### src/rtl/ex_stage_pipe.sv
// Execute stage: operand select, single-cycle ALU, branch compare and target,
// plus an iterative radix-2 multiply / restoring divide unit. There is one
// registered output slot, with valid/ready handshakes on both sides.
module ex_stage_pipe #(
  parameter int WIDTH     = 32,
  parameter int RD_W      = 5,
  parameter int MULDIV_EN = 1
) (
  input  logic             clk,
  input  logic             rst,
  input  logic             flush,
  input  logic             in_valid,
  output logic             in_ready,
  input  logic [4:0]       alu_op,
  input  logic [2:0]       br_op,
  input  logic             sel_pc,
  input  logic             sel_imm,
  input  logic [WIDTH-1:0] src0,
  input  logic [WIDTH-1:0] src1,
  input  logic [WIDTH-1:0] src2,
  input  logic [WIDTH-1:0] imm,
  input  logic [WIDTH-1:0] pc,
  input  logic [WIDTH-1:0] br_offs,
  input  logic [RD_W-1:0]  rd_in,
  output logic             out_valid,
  input  logic             out_ready,
  output logic [WIDTH-1:0] result,
  output logic             br_taken,
  output logic [WIDTH-1:0] br_target,
  output logic [RD_W-1:0]  rd_out,
  output logic             busy
);
  localparam int SHW = $clog2(WIDTH);

  typedef enum logic [1:0] {IDLE, MUL, DIV, FIX} state_t;
  state_t state, state_n;

  logic [WIDTH-1:0]   op_a, op_b, alu_res, tgt;
  logic [SHW-1:0]     shamt;
  logic               br_c, xfer, is_md, is_mul, md_signed, fix_load;
  logic               sa, sb;
  logic [WIDTH-1:0]   mag_a, mag_b;

  // muldiv datapath: acc holds {hi,lo} = product or {remainder,quotient}
  logic [2*WIDTH-1:0] acc, acc_mul, acc_div, prod_fix;
  logic [WIDTH-1:0]   opb, q_fix, r_fix, md_res;
  logic [WIDTH:0]     mul_sum, div_rs, div_diff;
  logic               div_ge;
  logic [SHW-1:0]     cnt;
  logic [2:0]         md_op;
  logic               neg_q, neg_r, dz;
  logic [RD_W-1:0]    rd_q;
  logic [WIDTH-1:0]   tgt_q;

  assign op_a  = sel_pc  ? pc  : src1;
  assign op_b  = sel_imm ? imm : src2;
  assign shamt = op_b[SHW-1:0];
  assign tgt   = op_a + br_offs;

  assign is_md     = (MULDIV_EN != 0) && (alu_op >= 5'd16) && (alu_op <= 5'd22);
  assign is_mul    = (alu_op <= 5'd18);
  assign md_signed = (alu_op == 5'd17) || (alu_op == 5'd19) || (alu_op == 5'd20);

  // The reset pin gates in_ready so the stage advertises nothing while held in reset
  assign in_ready = rst && (state == IDLE) && !flush && (!out_valid || out_ready);
  assign xfer     = in_valid && in_ready;
  assign busy     = (state != IDLE);

  // Muldiv operands are stored as magnitudes; the sign is reapplied in FIX
  assign sa    = md_signed & op_a[WIDTH-1];
  assign sb    = md_signed & op_b[WIDTH-1];
  assign mag_a = sa ? -op_a : op_a;
  assign mag_b = sb ? -op_b : op_b;

  // single-cycle ALU
  always_comb begin
    alu_res = '0;
    case (alu_op)
      5'd0:  alu_res = op_a + op_b;
      5'd1:  alu_res = op_a - op_b;
      5'd2:  alu_res = {{(WIDTH-1){1'b0}}, $signed(op_a) < $signed(op_b)};
      5'd3:  alu_res = {{(WIDTH-1){1'b0}}, op_a < op_b};
      5'd4:  alu_res = op_a & op_b;
      5'd5:  alu_res = op_a | op_b;
      5'd6:  alu_res = ~(op_a | op_b);
      5'd7:  alu_res = op_a ^ op_b;
      5'd8:  alu_res = op_a << shamt;
      5'd9:  alu_res = op_a >> shamt;
      5'd10: alu_res = $unsigned($signed(op_a) >>> shamt);
      5'd11: alu_res = op_b;
      default: alu_res = '0;
    endcase
  end

  // branch condition on src0 vs src1
  always_comb begin
    br_c = 1'b0;
    case (br_op)
      3'd1: br_c = (src0 == src1);
      3'd2: br_c = (src0 != src1);
      3'd3: br_c = ($signed(src0) <  $signed(src1));
      3'd4: br_c = ($signed(src0) >= $signed(src1));
      3'd5: br_c = (src0 <  src1);
      3'd6: br_c = (src0 >= src1);
      3'd7: br_c = 1'b1;
      default: br_c = 1'b0;
    endcase
  end

  // one shift-add step and one restoring-divide step, plus the FIX sign correction
  always_comb begin
    mul_sum  = {1'b0, acc[2*WIDTH-1:WIDTH]} + (acc[0] ? {1'b0, opb} : '0);
    acc_mul  = {mul_sum, acc[WIDTH-1:1]};
    div_rs   = {acc[2*WIDTH-1:WIDTH], acc[WIDTH-1]};
    div_ge   = (div_rs >= {1'b0, opb});
    div_diff = div_rs - {1'b0, opb};
    acc_div  = {(div_ge ? div_diff[WIDTH-1:0] : div_rs[WIDTH-1:0]), acc[WIDTH-2:0], div_ge};
    prod_fix = neg_q ? -acc : acc;
    q_fix    = dz ? '1 : (neg_q ? -acc[WIDTH-1:0] : acc[WIDTH-1:0]);
    r_fix    = neg_r ? -acc[2*WIDTH-1:WIDTH] : acc[2*WIDTH-1:WIDTH];
    case (md_op)
      3'd0:       md_res = prod_fix[WIDTH-1:0];
      3'd1, 3'd2: md_res = prod_fix[2*WIDTH-1:WIDTH];
      3'd3, 3'd5: md_res = q_fix;
      3'd4, 3'd6: md_res = r_fix;
      default:    md_res = '0;
    endcase
  end

  // muldiv FSM next state; flush overrides everything
  always_comb begin
    state_n  = state;
    fix_load = 1'b0;
    case (state)
      IDLE:     if (xfer && is_md) state_n = is_mul ? MUL : DIV;
      MUL, DIV: if (cnt == '0) state_n = FIX;
      FIX: if (!out_valid || out_ready) begin
        state_n  = IDLE;
        fix_load = 1'b1;
      end
      default:  state_n = IDLE;
    endcase
    if (flush) begin
      state_n  = IDLE;
      fix_load = 1'b0;
    end
  end

  // FSM state register
  always_ff @(posedge clk or negedge rst) begin
    if (!rst) state <= IDLE;
    else      state <= state_n;
  end

  // muldiv operand capture and iteration
  always_ff @(posedge clk or negedge rst) begin
    if (!rst) begin
      acc <= '0; opb <= '0; cnt <= '0; md_op <= '0;
      neg_q <= 1'b0; neg_r <= 1'b0; dz <= 1'b0; rd_q <= '0; tgt_q <= '0;
    end else if (flush) begin
      cnt <= '0;
    end else if (xfer && is_md) begin
      acc   <= {{WIDTH{1'b0}}, mag_a};
      opb   <= mag_b;
      cnt   <= SHW'(WIDTH-1);
      md_op <= alu_op[2:0];
      neg_q <= sa ^ sb;
      neg_r <= sa;
      dz    <= (op_b == '0);
      rd_q  <= rd_in;
      tgt_q <= tgt;
    end else if (state == MUL || state == DIV) begin
      acc <= (state == MUL) ? acc_mul : acc_div;
      cnt <= cnt - 1'b1;
    end
  end

  // output slot: flush > single-cycle load > muldiv completion > drain
  always_ff @(posedge clk or negedge rst) begin
    if (!rst) begin
      out_valid <= 1'b0; result <= '0; br_taken <= 1'b0; br_target <= '0; rd_out <= '0;
    end else if (flush) begin
      out_valid <= 1'b0;
    end else if (xfer && !is_md) begin
      out_valid <= 1'b1;
      result    <= alu_res;
      br_taken  <= br_c;
      br_target <= tgt;
      rd_out    <= rd_in;
    end else if (fix_load) begin
      out_valid <= 1'b1;
      result    <= md_res;
      br_taken  <= 1'b0;
      br_target <= tgt_q;
      rd_out    <= rd_q;
    end else if (out_ready) begin
      out_valid <= 1'b0;
    end
  end
endmodule

### config.mk
export PLATFORM = sky130hd
export DESIGN_NAME = ex_stage_pipe
export DESIGN_NICKNAME = d
export VERILOG_FILES = /design/src/rtl/ex_stage_pipe.sv
export SDC_FILE = /design/constraint.sdc
export NUM_CORES = 2
export LEC_CHECK = 0
export CAP_MARGIN = 20
export CORE_MARGIN = 10
export CORE_UTILIZATION = 35
export DETAILED_ROUTE_END_ITERATION = 6
export PLACE_DENSITY = 0.65
export SYNTH_ARGS = -nofsm -noshare
export SYNTH_HDL_FRONTEND = slang
export SYNTH_SLANG_ARGS = --single-unit
### constraint.sdc
create_clock -name clk -period 7.7 [get_ports clk]
set_input_delay 1.155 -clock clk [delete_from_list [all_inputs] [get_ports clk]]
set_output_delay 1.155 -clock clk [all_outputs]
set_load 0.1 [all_outputs]
Word-level counts from Yosys, hierarchy flattened
Cells that the tools add are included.

storage, ports and cells
  bits in registers = 217
  output and inout port bits = 73

operators by class
  $add $sub $neg = 11
  $lt $le $gt $ge = 10
  equal/unequal tests = 35
  shift-type cells = 3
  multiplexer cells = 40
  bitwise logic cells = 8
  reduce and logical (&&, ||, !) cells = 32

operator list
  kind                                  number
  two-way mux 32 bit                    13
  one-hot mux 32 bit (12 select lines)  1
  two-way mux 64 bit                    4
  less-than comparator 32 bit           4
  negation 32 bit                       4
  one-hot mux 32 bit (4 select lines)   1
  adder 32 bit                          2
  >= comparator 32 bit                  2
  negation 64 bit                       1
  subtractor 32 bit                     2
  adder 32 x 32 -> 33 bit               1
  >= comparator 33 x 32 -> 1 bit        1
  AND 32 bit                            1
  == test 32 bit                        1
  zero test 32 bit                      1
  inequality test 32 bit                1
  inverter 32 bit                       1
  bitwise OR 32 bit                     1
  left shift 32 x 5 -> 32 bit           1
  right shift 32 x 5 -> 32 bit          1
  >>> shifter 32 x 5 -> 32 bit          1
  bitwise XOR 32 bit                    1
  two-way mux 5 bit                     5
  == test 3 bit, second input constant  7
  33 further kinds                      81

Logic depth before layout (Yosys ltp)
  word-level depth = 9
  depth in mapped cells = 20
  gate-level depth less buffers = 16

Worst setup path before layout
Ideal clock, no wire load.

  kind = input port to flip-flop
  start point = in sel_imm
  end point = reg result[20]
  library setup time = 0.126 ns
  arrival = 5.816 ns
  required time = 7.574 ns
  setup slack = 1.758 ns
  stages on the path = 18
  buffers on the path = 6
  cell sequence = buf_2 -> mux2i_1 -> clkbuf_1 -> clkbuf_1 -> clkbuf_1 -> clkbuf_1 -> ha_1 -> clkbuf_1 -> nand2b_1 -> a21o_1 -> a21oi_1 -> o21ai_0 -> a2111oi_0 -> o41ai_1 -> a221o_1 -> o21ai_0 -> a41oi_1 -> a221o_1

between the ends
  word-level cells in the longest chain between the ends = 5
  elaborated cells on any way between the ends = 12

RTL lines
  element                                                                    line  source
  start, declared                                                            17    input logic sel_imm,
  two-way mux 32 bit *                                                       56    assign op_b = sel_imm ? imm : src2;
  parallel branches: the longest is 2 deep, another holds subtractor 32 bit  n/a
  one-hot mux 32 bit (12 select lines) *                                     78    case (alu_op)
  two-way mux 32 bit *                                                       184   end else if (xfer && !is_md) begin
  end signal, assigned                                                       186   result <= alu_res;
  end signal, assigned                                                       192   result <= md_res;
  end, declared                                                              27    output logic [WIDTH-1:0] result,

Every way passes the cells marked *.
A chain may end at the register's enable or synchronous reset.

Final worst setup path
  start point = in sel_pc
  end point = reg br_target[31]

between the ends
  word-level cells in the longest chain between the ends = 3

RTL lines
  element               line  source
  start, declared       16    input logic sel_pc,
  two-way mux 32 bit    55    assign op_a = sel_pc ? pc : src1;
  adder 32 bit          58    assign tgt = op_a + br_offs;
  two-way mux 32 bit    184
  end signal, assigned  188   br_target <= tgt;
  end signal, assigned  194   br_target <= tgt_q;
  end, declared         29    output logic [WIDTH-1:0] br_target,

Every way passes these cells.

==> load_flow_metrics.sql <==
INSERT INTO impl_metrics (metric_group, metric, value, unit) VALUES
('floorplan', 'rows', '105', ''),
('timing', 'final.min_clock_period', '5.74', 'ns'),
('worst_setup_path', 'cp_data_arrival_time', '6.21', 'ns'),
('synth', 'synth_edf_count', '0', ''),
('clock_tree', 'ctsHtreeMaxLevel', '1', ''),
('hold_path', 'worst_hold_path_type', 'in -> async', ''),
('worst_setup_path', 'crit_required', '8.17', 'ns'),
('floorplan', 'dieWidth', '307', 'um'),
('status', 'outcome', 'finished, violations left', ''),
('clock_tree', 'tritoncts_sink_count', '217', ''),
('timing', 'achievable-frequency', '0.174', 'GHz'),
('timing', 'finalSetupViolCount', '0', ''),
('global_routing', 'overflow', '0', ''),
('global_routing', 'number_of_global_route_vias_before_repair', '29300', ''),
('worst_setup_path', 'r2r_setup_slack', '2.81', 'ns'),
('cells_and_area', 'final_cell_count_no_fill', '5188', ''),
('global_routing', 'grt_pass1_wl', '200', 'mm'),
('placement', 'dp_worst_setup_slack', '1.40', 'ns'),
('route', 'dr.pass1.iters', '7', ''),
('floorplan', 'initial_utilization', '35.2', '%'),
('power', 'p_total', '11.7', 'mW'),
('cells_and_area', 'drive_above_1_share', '5.67', '%'),
('placement', 'port-buffer-count', '284', ''),
('synth', 'top_count_cell_post_synth', 'nand2_1', ''),
('route', 'initialDrtViolationCount', '4146', ''),
('timing', 'rsz0062_at_grt', 'no', ''),
('clock_tree', 'cts.repair.resized', '0', ''),
('floorplan', 'ios', '285', ''),
('worst_setup_path', 'criticalPathCategory', 'in -> reg', ''),
('placement', 'gp_congestion', '1.05', ''),
('job', 'cap_violations', '0', ''),
('timing', 'fin_setup_tns', '0', 'ns'),
('timing', 'finalClockSkew', '0.0330', 'ns'),
('worst_setup_path', 'worst_setup_path_startpoint', 'sel_pc', ''),
('synth', 'post_synth_num_cell_types', '93', ''),
('clock_tree', 'cts_tree', 'built', ''),
('route', 'detail_route.vias_per_cell', '6.14', ''),
('timing', 'report.final.slew_viol_count', '0', ''),
('synth', 'netlist.top_cell.by_area', 'dfrtp_1', ''),
('cells_and_area', 'final_util', '41.0', '%'),
('route', 'wl', '137', 'mm'),
('status', 'violations', 'DRC', ''),
('route', 'post-route-drc-count', '2', ''),
('synth', 'synth_net_count', '4406', ''),
('timing', 'worst_margin_pin_slew', '1.25', 'ns'),
('clock_tree', 'clkLatencyLatePin', '0.64', 'ns'),
('placement', 'hpwl', '108', 'mm'),
('global_routing', 'grtUsageTotal', '27.8', '%'),
('clock_tree', 'cts-buffers-inserted', '30', ''),
('clock_tree', 'holdBufCountCts', '0', ''),
('synth', 'yosysSeqAreaShare', '18.8', '%'),
('power', 'ir_drop', '221', 'uV'),
('global_routing', 'grt_antenna_before_repair', '10', ''),
('route', 'drt-wirelength-per-cell', '26.5', 'um'),
('synth', 'synth_top_area_share', '18.8', '%'),
('clock_tree', 'clk_transition_reported_paths', '0.06', 'ns'),
('timing', 'hold_viol_final', '0', ''),
('floorplan', 'die_height', '307', 'um'),
('cells_and_area', 'design.final.nets', '4548', ''),
('global_routing', 'maximum_number_of_pins_on_one_net_before_global_route_repair', '84', ''),
('clock_tree', 'clock_tree.root_cell', 'clkbuf_16', ''),
('synth', 'postSynth.asyncResetShare', '100', '%'),
('synth', 'synthesis.instances', '3948', ''),
('floorplan', 'floorplan.core_area', '81800', 'um^2'),
('placement', 'dp.cells', '5127', ''),
('cells_and_area', 'nFillCells', '8483', ''),
('worst_setup_path', 'worstReg2RegEnd', 'acc[63]$_DFFE_PN0P_', ''),
('timing', 'finalWorstSetupSlack', '1.96', 'ns'),
('synth', 'yosys-top-cells-count', 'nand2_1 (489), o21ai_0 (400), nor2_1 (330), a21oi_1 (324), ha_1 (241)', ''),
('clock_tree', 'clock_tree.buffer_depth', '3', ''),
('synth', 'synth.yosys.warnings', '0', '');
-- stage by stage --
stage	cell area (um^2)	hold slack [ns]
6_report	33500	0.404
5_1_grt	33500	0.430
4_1_cts	33500	0.405
3_5_place_dp	32600	0.458
3_3_place_gp	32600	0.455
2_1_floorplan	28800	0.438
-- cell type report --
| class | count | area (um^2) | share of cell area (%) |
|---|---|---|---|
| Multi-Input combinational cell | 3276 | 21600 | 64.4 |
| Sequential cell | 217 | 5430 | 16.2 |
| Timing Repair Buffer | 364 | 3440 | 10.3 |
| Tap cell | 1070 | 1340 | 3.99 |
| Clock buffer | 34 | 786 | 2.34 |
| Inverter | 201 | 754 | 2.25 |
| Clock inverter | 20 | 161 | 0.481 |
| Antenna cell | 6 | 15.0 | 0.0448 |
-- cells in the final DEF (no fill, tap or decap), drive strengths merged, types with 158 or more instances in the layout --
master	n
inv	200
o21ai	405
dfrtp	217
nor2	331
mux2i	158
ha	241
clkdlybuf4s50	280
a21oi	326
xnor2	173
nand2	490
-- critical path, stage by stage --
cell and delay (ns):
buf_2 0.17, buf_4 0.49, mux2i_1 0.75, inv_1 0.39
ha_1 0.48, nand2_1 0.08, a21oi_1 0.15, o221ai_1 0.13
a21oi_1 0.39, a211oi_1 0.19, o41ai_1 0.95, a31o_2 0.33
a41o_1 0.17, a21oi_1 0.07, xnor2_1 0.19, o21ai_0 0.10
-- logic make-up after synthesis --
family / synth area share (%)
muxes: 7.01
xor gates and xnor gates: 7.75
DFF: 18.8
adders and majority gates: 10.8
buffers and inverters: 6.59
AOI/OAI and AO/OA: 29.9
and+or+nand+nor: 19.1
-- per-layer routing --
| layer | share of wire, % | GRT usage, % | vias up | wire length, um |
|---|---|---|---|---|
| met3 | 9.5 | 4.95 | 317 | 13100 |
| met4 | 5.6 | 13.2 | 8 | 7660 |
| met2 | 44 | 43.9 | 1750 | 61000 |
| met1 | 41 | 36.5 | 15100 | 55700 |
| li1 | - | - | 14700 | - |
| met5 | 0.036 | 0 | - | 50 |
-- flip-flops by register name (all words and copies together) (netlist names), 2 cells and up --
| name | cells |
|---|---|
| acc | 64 |
| br_target | 32 |
| cnt | 5 |
| md_op | 3 |
| opb | 32 |
| rd_out | 5 |
| rd_q | 5 |
| result | 32 |
| state | 2 |
| tgt_q | 32 |
-- power breakdown --
part / switching, mW / internal, mW
combinational: 5.25 / 2.66
sequential: 0.779 / 1.65
clock: 0.644 / 0.742
-- worst min path at each step --
stage | slack (ns) | cells after the start | to
3_5_place_dp | 0.46 | 2 | tgt_q[23]$_DFFE_PN0P_
3_3_place_gp | 0.45 | 2 | tgt_q[30]$_DFFE_PN0P_
5_1_grt | 0.43 | 1 | br_taken$_DFFE_PN0P_
6_report | 0.40 | 1 | tgt_q[19]$_DFFE_PN0P_
2_1_floorplan | 0.44 | 2 | tgt_q[23]$_DFFE_PN0P_
4_1_cts | 0.41 | 1 | br_taken$_DFFE_PN0P_
No activity file was read; power rests on OpenSTA's default activity.
